[config.mk]
export PLATFORM = sky130hd
export DESIGN_NAME = bsg_mem_1rw_bit_mask_init
export DESIGN_NICKNAME = d
export VERILOG_FILES = /design/src/rtl/bsg_mem_init_pkg.sv /design/src/rtl/bsg_mem_1rw_bit_mask_array.sv /design/src/rtl/bsg_mem_1rw_bit_mask_init.sv
export SDC_FILE = /design/constraint.sdc
export NUM_CORES = 1
export LEC_CHECK = 0
export ABC_CLOCK_PERIOD_IN_PS = 5000
export CORE_UTILIZATION = 50
export CTS_BUF_LIST = sky130_fd_sc_hd__clkbuf_16
export CTS_CLUSTER_DIAMETER = 40
export DETAILED_ROUTE_END_ITERATION = 8
export PLACE_DENSITY = 0.72
export SETUP_SLACK_MARGIN = 0.3
export SYNTH_ARGS = -nofsm -noshare
export SYNTH_HDL_FRONTEND = slang
export SYNTH_SLANG_ARGS = --single-unit
[constraint.sdc]
create_clock -name clk_i -period 5 [get_ports clk_i]
set_input_delay 0.5 -clock clk_i [delete_from_list [all_inputs] [get_ports clk_i]]
set_output_delay 0.5 -clock clk_i [all_outputs]
set_load 0.01 [all_outputs]
[src/rtl/bsg_mem_init_pkg.sv]
// Types shared by the self-initialising 1rw bit-mask memory and its storage array.
package bsg_mem_init_pkg;

    typedef enum logic {
        INIT  = 1'b0,
        READY = 1'b1
    } state_e;

endpackage

[src/rtl/bsg_mem_1rw_bit_mask_array.sv]
// Synchronous single-port storage with per-bit write mask and registered read.
// Holds no reset so it can be replaced by a hardened macro with the same ports.
module bsg_mem_1rw_bit_mask_array #(
    parameter int width_p       = 15,
    parameter int els_p         = 64,
    parameter int addr_width_lp = $clog2(els_p)
) (
    input  logic                     clk_i,
    input  logic                     v_i,
    input  logic                     w_i,
    input  logic [addr_width_lp-1:0] addr_i,
    input  logic [width_p-1:0]       data_i,
    input  logic [width_p-1:0]       w_mask_i,
    output logic [width_p-1:0]       data_o
);

    logic [width_p-1:0] r_mem [els_p];
    logic [width_p-1:0] r_data;

    // Read register only moves on a read, so it holds the last value read.
    always_ff @(posedge clk_i) begin
        if (v_i && w_i) begin
            for (int i = 0; i < width_p; i++) begin
                if (w_mask_i[i]) begin
                    r_mem[addr_i][i] <= data_i[i];
                end
            end
        end
        if (v_i && !w_i) begin
            r_data <= r_mem[addr_i];
        end
    end

    assign data_o = r_data;

endmodule

[src/rtl/bsg_mem_1rw_bit_mask_init.sv]
// 1rw bit-masked memory that sweeps init_val_p into every word after reset,
// then serves one read or write per cycle with 1-cycle read latency.
module bsg_mem_1rw_bit_mask_init
    import bsg_mem_init_pkg::*;
#(
    parameter int                 width_p       = 15,
    parameter int                 els_p         = 64,
    parameter logic [width_p-1:0] init_val_p    = '0,
    parameter int                 addr_width_lp = $clog2(els_p)
) (
    input  logic                     clk_i,
    input  logic                     reset_n_i,
    input  logic                     v_i,
    input  logic                     w_i,
    input  logic [addr_width_lp-1:0] addr_i,
    input  logic [width_p-1:0]       data_i,
    input  logic [width_p-1:0]       w_mask_i,
    output logic                     ready_o,
    output logic                     init_done_o,
    output logic                     v_o,
    output logic [width_p-1:0]       data_o
);

    localparam logic [addr_width_lp-1:0] cnt_last_lp  = addr_width_lp'(els_p - 1);
    localparam logic [addr_width_lp:0]   addr_limit_lp = (addr_width_lp + 1)'(els_p);

    state_e                   r_state;
    logic [addr_width_lp-1:0] r_cnt;
    logic                     r_v_o;
    logic                     r_has_data;
    logic                     r_oob;

    logic                     w_ready;
    logic                     w_in_range;
    logic                     w_accept;
    logic                     w_rd_accept;
    logic                     w_arr_v;
    logic                     w_arr_w;
    logic [addr_width_lp-1:0] w_arr_addr;
    logic [width_p-1:0]       w_arr_data;
    logic [width_p-1:0]       w_arr_mask;
    logic [width_p-1:0]       w_rd_data;

    assign w_ready     = (r_state == READY);
    assign w_in_range  = ({1'b0, addr_i} < addr_limit_lp);
    assign w_accept    = v_i && w_ready;
    assign w_rd_accept = w_accept && !w_i;

    // The sweep owns the array port until READY; user requests are ignored then.
    always_comb begin
        w_arr_v    = 1'b1;
        w_arr_w    = 1'b1;
        w_arr_addr = r_cnt;
        w_arr_data = init_val_p;
        w_arr_mask = '1;
        if (w_ready) begin
            w_arr_v    = w_accept && w_in_range;
            w_arr_w    = w_i;
            w_arr_addr = addr_i;
            w_arr_data = data_i;
            w_arr_mask = w_mask_i;
        end
    end

    always_ff @(posedge clk_i or negedge reset_n_i) begin
        if (!reset_n_i) begin
            r_state    <= INIT;
            r_cnt      <= '0;
            r_v_o      <= 1'b0;
            r_has_data <= 1'b0;
            r_oob      <= 1'b0;
        end else begin
            case (r_state)
                INIT: begin
                    if (r_cnt == cnt_last_lp) begin
                        r_state <= READY;
                        r_cnt   <= '0;
                    end else begin
                        r_cnt <= r_cnt + addr_width_lp'(1);
                    end
                end
                READY:   r_state <= READY;
                default: r_state <= INIT;
            endcase
            r_v_o <= w_rd_accept;
            if (w_rd_accept) begin
                r_has_data <= 1'b1;
                r_oob      <= !w_in_range;
            end
        end
    end

    bsg_mem_1rw_bit_mask_array #(
        .width_p       (width_p),
        .els_p         (els_p),
        .addr_width_lp (addr_width_lp)
    ) u_array (
        .clk_i    (clk_i),
        .v_i      (w_arr_v),
        .w_i      (w_arr_w),
        .addr_i   (w_arr_addr),
        .data_i   (w_arr_data),
        .w_mask_i (w_arr_mask),
        .data_o   (w_rd_data)
    );

    // Gating keeps data_o at zero after reset and for out-of-range reads,
    // since the array's read register itself is never reset.
    assign ready_o     = w_ready;
    assign init_done_o = w_ready;
    assign v_o         = r_v_o;
    assign data_o      = (r_has_data && !r_oob) ? w_rd_data : '0;

endmodule

### Word level (Yosys, flattened, before mapping)

Memories as Yosys holds them, arrays and structs flattened. A register that Yosys moved wholly into a read port is not among the register bits.
Index checks and enable logic that the tools add are counted.
W data, S select, Z words.

* flip-flop bits (word level): 9
* memory bits (read-only): 0
* bits in writable memories: 960
* input bits: 40
* memories: 1
* latch bits: 0

* equal/unequal tests: 1
* add/sub/neg operators: 1
* reductions and logical operators: 6
* multipliers: 0
* divide/modulo/power cells: 0
* bitwise logic cells: 1
* order comparisons: 0
* shift operators: 0
* mux-type cells: 54

Memory list
* u_array.r_mem: depth 64, bits a word 15, read ports 1, clocked after memory_dff 1, write ports 1, line bsg_mem_1rw_bit_mask_array.sv:17 `logic [width_p-1:0] r_mem [els_p];`

Operators with widths (number)
* $mux W1: 48
* $mux W15: 3
* $mux W6: 2
* $add A6 B1 Y6 const B: 1
* $eq A6 B6 Y1 const B: 1
* $logic_and A1 B1 Y1: 4
* $logic_not A1 Y1: 2
* $pmux W1 S2: 1
* $not A1 Y1: 1

### Depth between registers and ports, before layout

Gate-level depths: netlist of the first run.

* depth in word-level cells: 5
* depth in mapped cells: 11

### Hierarchy

From an unflattened synthesis of the first run, not the netlist that was laid out.

* cell total of the unflattened synthesis: 3308
* area total of the unflattened synthesis: 42416.9 um2

Modules (own cells, without submodules)
* bsg_mem_1rw_bit_mask_array: times used 1, cells each 3215, area an instance 41633.7 um2
* bsg_mem_1rw_bit_mask_init: times used 1, cells each 93, area an instance 783.3 um2

### Worst setup path before layout of the first run

OpenSTA, ideal clock, no wires.

* path type: flip-flop to flip-flop
* start point: register r_state (netlist: init_done_o)
* end point: memory u_array.r_mem[0][0], data pin
* library setup time: 367 ps
* arrival: 2392 ps
* cell stages (with the launch flop): 8
* slack: 2241 ps
* cells stage by stage: dfrtp_1 buf_4 buf_6 buf_4 buf_4 clkbuf_1 clkbuf_1 and2_1

* word-level cells in the longest chain between the ends: 1

RTL lines
* start, declared: line bsg_mem_1rw_bit_mask_init.sv:27 `state_e r_state;`
* start signal, assigned: line bsg_mem_1rw_bit_mask_init.sv:67 `r_state <= INIT;`
* start signal, assigned: line bsg_mem_1rw_bit_mask_init.sv:76 `r_state <= READY;`
* start signal, assigned: line bsg_mem_1rw_bit_mask_init.sv:82 `READY: r_state <= READY;`
* $mux W15: line bsg_mem_1rw_bit_mask_init.sv:56 `if (w_ready) begin`
* named net u_array.data_i[0]: line bsg_mem_1rw_bit_mask_array.sv:12 `input logic [width_p-1:0] data_i,`
* end, declared: line bsg_mem_1rw_bit_mask_array.sv:17

The timed path passes the listed nets, and every way through them passes these cells.

### Worst setup path in the final report of the first run

* start point: register r_state (netlist: init_done_o)
* end point: memory u_array.r_mem[17][7] (enable)

* word-level cells in the longest chain between the ends: 5

RTL lines
* $logic_and A1 B1 Y1: line bsg_mem_1rw_bit_mask_init.sv:46 `assign w_accept = v_i && w_ready;`
* $mux W1: line bsg_mem_1rw_bit_mask_init.sv:56
* $logic_and A1 B1 Y1: line bsg_mem_1rw_bit_mask_array.sv:22 `if (v_i && w_i) begin`
* $mux W1: line bsg_mem_1rw_bit_mask_array.sv:22
* $mux W1 (implied by the code): line bsg_mem_1rw_bit_mask_array.sv:25 `r_mem[addr_i][i] <= data_i[i];`

Several ways; a longest one is shown, not always the timed one.

==> flow_summary_export.csv, run 1 <==
group,metric,value,unit
status,status,"finished, final reports clean",
placed_design,dpl.hpwl,70500,um
floorplan,die_h,291.0,um
timing,slew_viol_final,0,
synthesis,synth_top_area_share,70.11,%
floorplan,core,82370,um^2
placed_design,port_buffers,57,
floorplan,dieArea,84680,um^2
power_and_ir_drop,seq_power_share,51.1,%
critical_path,path_buf_inv,2,
power_and_ir_drop,switching_share,19.71,%
cts,cts_tree,"yes",
cts,clock-root-buffer,"clkbuf_16",
critical_path,worstPathCellList,"buf_4 > nor4bb_1 > or2_4 > buf_4 > nand2_1 > nor2_1",
cells_and_area,drive_above_1_share,9.907,%
synthesis,yosys.area_share.adder,0.02996,%
cts,ctsHtreeMaxLevel,3,
power_and_ir_drop,irDropWorstVdd,0.0002958,V
cts,cts_sinks,984,
critical_path,cp_top_family,"simple AND/OR/NAND/NOR gates",
global_routing,antenna_found_initial,3,
synthesis,synth-compound-area-share,12.12,%
timing,fin_setup_tns,0,ps
cells_and_area,multi_input_area,11090,um^2
cts,cts_buffer_depth,3,
timing,setup_viol,0,
cells_and_area,fillers,6506,
global_routing,grtUsageTotal,29.06,%
critical_path,required,5390,ps
cts,clock_latency,690,ps
cts,hold_buffers,0,
synthesis,synth_top_area_cell,"edfxtp_1",
route,via_count,29690,
critical_path,crit_type,"register to register",
critical_path,worstSetupEndpointType,"register",
power_and_ir_drop,pwr-share-comb,0.3,%
synthesis,synthArstFlopShare,0.9146,%
cts,clk_pin_slew_worst_paths,60,ps
synthesis,synth_seq_cells,984,
global_routing,grt_max_degree,77,
synthesis,synth_ff_type,"edfxtp_1",
route,via_per_inst,6.579,
synthesis,synth.area.top_cells,"edfxtp_1 70%, nor2_1 8.8%, a22oi_1 4.3%",
timing,finalCritPeriodShare,83.12,%
critical_path,max_stage_delay,980,ps
timing,slew-limit-headroom,12.32,%
critical_path,crit_slowest_cell,"or2_4",
synthesis,synthMuxAreaShare,0.3955,%
route,wl_per_cell,27.65,um
timing,final-hold-violation-count,0,
flow_run,drv_cap,0,
timing,rsz0062_at_grt,"false",
power_and_ir_drop,power.density,370.5,nW/um^2
cells_and_area,area_delta_synth_final,12.79,%
timing,max_freq,0.2406,GHz
global_routing,grt_pass1_wl,181900,um
synthesis,synth-seq-area-share,70.65,%
min_path,worstHoldPathType,"input port to async pin",
floorplan,row_count,105,
floorplan,start_util,50.70,%
power_and_ir_drop,fin_total_pwr,17.45,mW
floorplan,ios,58,
synthesis,syn_nets,3466,
synthesis,syn-cell-area,41760,um^2
critical_path,cp_max_fo,68,
power_and_ir_drop,power_frac_clock,48.6,%
timing,fin_ws,843.9,ps
synthesis,yosys.area_share.simple,13.25,%
route,drt-initial-drc-count,4610,
synthesis,avgSynthCellArea,12.19,um^2
cts,ctsResizeCount,0,
floorplan,fp.dieW,291.0,um
cells_and_area,final_nets,3384,
global_routing,grt_overflow,0,
route,routed_wl,124800,um
timing,min_period,4156,ps
synthesis,synth_top_family_by_area,"simple AND/OR/NAND/NOR gates",
placed_design,dp_slack,844.7,ps
global_routing,grt_pass1_vias,28100,
synthesis,synth_xor_area_share,0.08389,%
route,drt_first_pass_iters,8,
synthesis,synth_edf_count,975,
synthesis,syn_inst,3425,
route,ant_nets,0,
power_and_ir_drop,intPower,14.01,mW
timing,holdWs,109.3,ps
route,drc_errors,0,
critical_path,cp-start-kind,"register",
cts,cts_setup_buffers,0,
power_and_ir_drop,p_sw,3.440,mW
timing,fin_skew,24.83,ps
cts,cts_buffers,116,
critical_path,path_common_cell,"buf_4",
timing,worstMarginPinSlew,1312,ps
cells_and_area,regArea,29500,um^2
placed_design,gp_congestion,0.8799,
critical_path,crit_arrival,4540,ps
power_and_ir_drop,p_leak,15.59,nW
synthesis,yosysUniqueCellTypes,57,
synthesis,ys.warnings.count,0,
[layer usage]
| metal | global-route usage, % | vias to the layer above | wire (um) |
|---|---|---|---|
| li1 | - | 12410 | - |
| met1 | 39.07 | 14820 | 45640 |
| met2 | 45.90 | 2163 | 57850 |
| met3 | 6.215 | 286 | 16310 |
| met4 | 12.34 | 4 | 4951 |
| met5 | 0 | - | 23 |
[kinds of logic after synthesis]
group	count (synthesis)
xor gates and xnor gates	4
buffers and inverters	347
AOI/OAI and AO/OA	794
muxes	16
DFF	984
adders and majority gates	1
and+or+nand+nor	1279
[worst reg2reg max path: stages, from the launching register on]
cell	delay, ps
dfrtp_2	840
buf_4	390
nor4bb_1	540
or2_4	980
buf_4	430
nand2_1	400
nor2_1	280
[cell usage in the layout (no fill, tap or decap), drive strengths merged, types with 12 or more instances in the layout]
cell,n
nor4,14
mux2i,12
nand4,27
a221oi,13
a21boi,15
buf,88
nand3,19
bufinv,14
a31oi,64
a31o,13
and4,74
clkinv,36
clkdlybuf4s50,57
o31a,13
a22o,40
a22oi,240
clkinvlp,17
and2,31
nand2,107
edfxtp,975
o21ai,360
nor2,976
inv,33
a21oi,15
clkbuf,119
[metrics by stage]
stage / instance area [um^2] / std cells / util [%]
floorplan: 41760 / 3425 / -
global placement: 43200 / 4295 / 52.44
detailed placement: 43200 / 4295 / 52.44
CTS: 47100 / 4512 / 57.18
global route: 47110 / 4513 / 57.19
finish: 47110 / 4513 / 57.19
[cells in the mapped netlist, types with 27 or more instances]
cell type  number
nand4_1        27
and2_1         31
a31oi_1        64
a22oi_1       240
edfxtp_1      975
nand2_1       107
nor2_1        976
a22o_1         40
clkbuf_1      262
and4_1         74
o21ai_0       360
buf_2          63
[state kept, by name (all words and copies together), names as in the netlist]
signal and cells:
init_done_o 1, r_has_data 1, r_cnt 6, u_array.r_mem 960, u_array.data_o 15, v_o 1
[layout make-up]
type | instances | area share [%]
Antenna cell | 1 | 0.005312
Inverter | 2 | 0.01594
Tap cell | 1070 | 2.842
Clock inverter | 98 | 1.971
Multi-Input combinational cell | 2094 | 23.54
Sequential cell | 984 | 62.64
Clock buffer | 119 | 6.322
Timing Repair Buffer | 145 | 2.667
[worst paths after layout]
| check | start | to | slack (ps) | depth (start not counted) |
|---|---|---|---|---|
| worst max-delay path | init_done_o | u_array.r_mem[17][7] | 840 | 6 |
| worst min-delay path | reset_n_i | v_o | 110 | 1 |
| worst max register to register | init_done_o | u_array.r_mem[17][7] | 840 | 6 |
| worst min register to register | r_cnt[4] | r_cnt[4] | 570 | 1 |
| max in group asynchronous | reset_n_i | init_done_o | 4580 | 1 |
| min in group clk_i | v_i | v_o | 420 | 3 |
[power by group through the flow]
| stage | logic, mW | clock network, mW | registers, mW |
|---|---|---|---|
| floorplan | 0.00584 | 0 | 9.10 |
| global placement | 0.0491 | 0 | 9.10 |
| detailed placement | 0.0493 | 0 | 9.10 |
| CTS | 0.0497 | 8.49 | 8.93 |
| global route | 0.0527 | 8.82 | 8.92 |
| finish | 0.0498 | 8.48 | 8.93 |
Power figures use the tool's default switching activity.
==> run 2: changes to the inputs <==
ABC_CLOCK_PERIOD_IN_PS = 4000   (was 5000)
clock period = 4 ns   (was 5 ns; I/O delays follow)
==> flow_summary_export.csv, run 2 (synthesis gave the netlist of run 1 again) <==
group,metric,value,unit
critical_path,worstRegToRegCells,8,
placed_design,dp_cells,4325,
cts,clk_pin_slew_worst_paths,60,ps
power_and_ir_drop,power.density,463.4,nW/um^2
cts,clock-root-buffer,"clkbuf_16",
route,via_count,29880,
critical_path,r2r-start,"init_done_o",
cells_and_area,finalNonFillerCells,4547,
cells_and_area,area_delta_synth_final,14.12,%
cts,cts_tree,"yes",
flow_run,drv_cap,0,
placed_design,port_buffers,57,
floorplan,fp.dieW,291.0,um
timing,slew_viol_final,0,
timing,finalCritPeriodShare,90.02,%
route,drt-initial-drc-count,5084,
cts,ctsHtreeMaxLevel,3,
critical_path,crit_type,"register to register",
global_routing,antenna_found_initial,4,
min_path,worstHoldPathType,"input port to async pin",
global_routing,grt_pass1_wl,183900,um
cells_and_area,regArea,29500,um^2
cells_and_area,multi_input_area,11100,um^2
critical_path,crit_arrival,3990,ps
cts,hold_buffers,0,
floorplan,start_util,50.70,%
cells_and_area,largest-register,"u_array.r_mem",
global_routing,grt_max_degree,65,
cells_and_area,drive_above_1_share,11.13,%
status,status,"finished, final reports clean",
route,drc_errors,0,
cells_and_area,final_nets,3417,
timing,fin_setup_tns,0,ps
global_routing,grt_overflow,0,
route,ant_nets,0,
global_routing,use_met3,5.788,%
critical_path,worst_r2r_endpoint,"u_array.data_o[10]",
floorplan,row_count,105,
critical_path,cp_max_fo,32,
timing,min_period,3601,ps
cts,cts_buffers,116,
timing,rsz0062_at_grt,"true",
timing,setup_viol,0,
cts,cts_buffer_depth,3,
critical_path,cp-start-kind,"register",
timing,max_freq,0.2777,GHz
global_routing,grt_pass1_vias,28110,
route,routed_wl,126300,um
timing,fin_skew,27.19,ps
cells_and_area,layout_common_cells,"975 x edfxtp_1, 972 x nor2_1, 360 x o21ai_0, 240 x a22oi_1, 121 x clkbuf_16",
route,via_per_inst,6.570,
floorplan,core,82370,um^2
critical_path,worstSetupEndpointType,"register",
timing,final-hold-violation-count,0,
route,wl_per_cell,27.78,um
critical_path,required,4390,ps
floorplan,ios,58,
cells_and_area,layout_commonest_cell,"edfxtp_1",
timing,slew-limit-headroom,14.75,%
cells_and_area,largest_reg_flops,960,
global_routing,grtUsageMet2,45.40,%
global_routing,grtUsageTotal,29.37,%
cts,cts_sinks,984,
floorplan,dieArea,84680,um^2
timing,worstMarginPinSlew,1279,ps
power_and_ir_drop,irDropWorstVdd,0.0002867,V
cells_and_area,fillers,6438,
placed_design,dpl.hpwl,73910,um
critical_path,ff2ff_setup_slack,400,ps
floorplan,die_h,291.0,um
route,drt_first_pass_iters,6,
critical_path,setup.worst_path.start,"init_done_o",
placed_design,gp_congestion,0.8813,
cts,clock_latency,680,ps
power_and_ir_drop,p_leak,15.84,nW
global_routing,use_met1,40.36,%
global_routing,busiest_layer,"met2",
run 2: cell type report:
class	instances	share of cell area, %
multi-input combinational	2094	23.30
tap	1070	2.809
clock inverter	97	2.063
sequential	984	61.91
timing repair buffer	178	3.549
inverter	2	0.01575
antenna	1	0.005250
clock buffer	121	6.353
run 2: what timing repair did:
item / CTS / global route
resized for setup: 0 / 6
buffers inserted: 0 / 3
setup endpoints to repair: 0 / 243
run 2: layer usage:
metal / vias to the layer above / wire [um] / share of wire [%]
li1: 12500 / - / -
met3: 283 / 16810 / 13
met4: 2 / 5547 / 4.4
met5: - / 13 / 0.010
met2: 2268 / 57770 / 46
met1: 14820 / 46200 / 37
run 2: how the worst max path moves through the flow:
stage                                  endpoint  slack (ps)  cells past startpoint
after floorplan             u_array.r_mem[0][0]        1240                      7
after global placement     u_array.r_mem[17][3]         250                      8
after detailed placement      u_array.data_o[9]         160                      9
after CTS                     u_array.data_o[9]         390                      8
after global routing      u_array.r_mem[31][10]         260                      4
final                        u_array.data_o[10]         400                      8
run 2: critical path: stages, from the launching register on:
cell and delay [ps]:
dfrtp_2 820, buf_4 420, mux2_2 460, nand2_1 300
buf_4 260, a31oi_1 130, nor4_1 570, buf_4 230
nand4_1 100
run 2: where the power goes:
part           switching, mW  internal [mW]  leakage (nW)  total, mW
clock network           4.32           6.54          1.98       10.9
registers                  0           11.2          6.88       11.2
logic                 0.0267         0.0368          6.99     0.0635
run 2: stage by stage:
| stage | instance area, um^2 | setup WS [ps] | utilization [%] | hold slack, ps | total power, mW |
|---|---|---|---|---|---|
| after floorplan | 41760 | 1241 | - | 104.4 | 11.38 |
| after global placement | 43610 | 250.3 | 52.94 | 522.0 | 11.44 |
| after detailed placement | 43610 | 157.4 | 52.94 | 545.9 | 11.44 |
| after CTS | 47620 | 386.2 | 57.81 | 8.524 | 22.11 |
| after global routing | 47660 | 264.4 | 57.86 | 75.31 | 22.51 |
| final | 47660 | 399.1 | 57.86 | 20.15 | 22.09 |
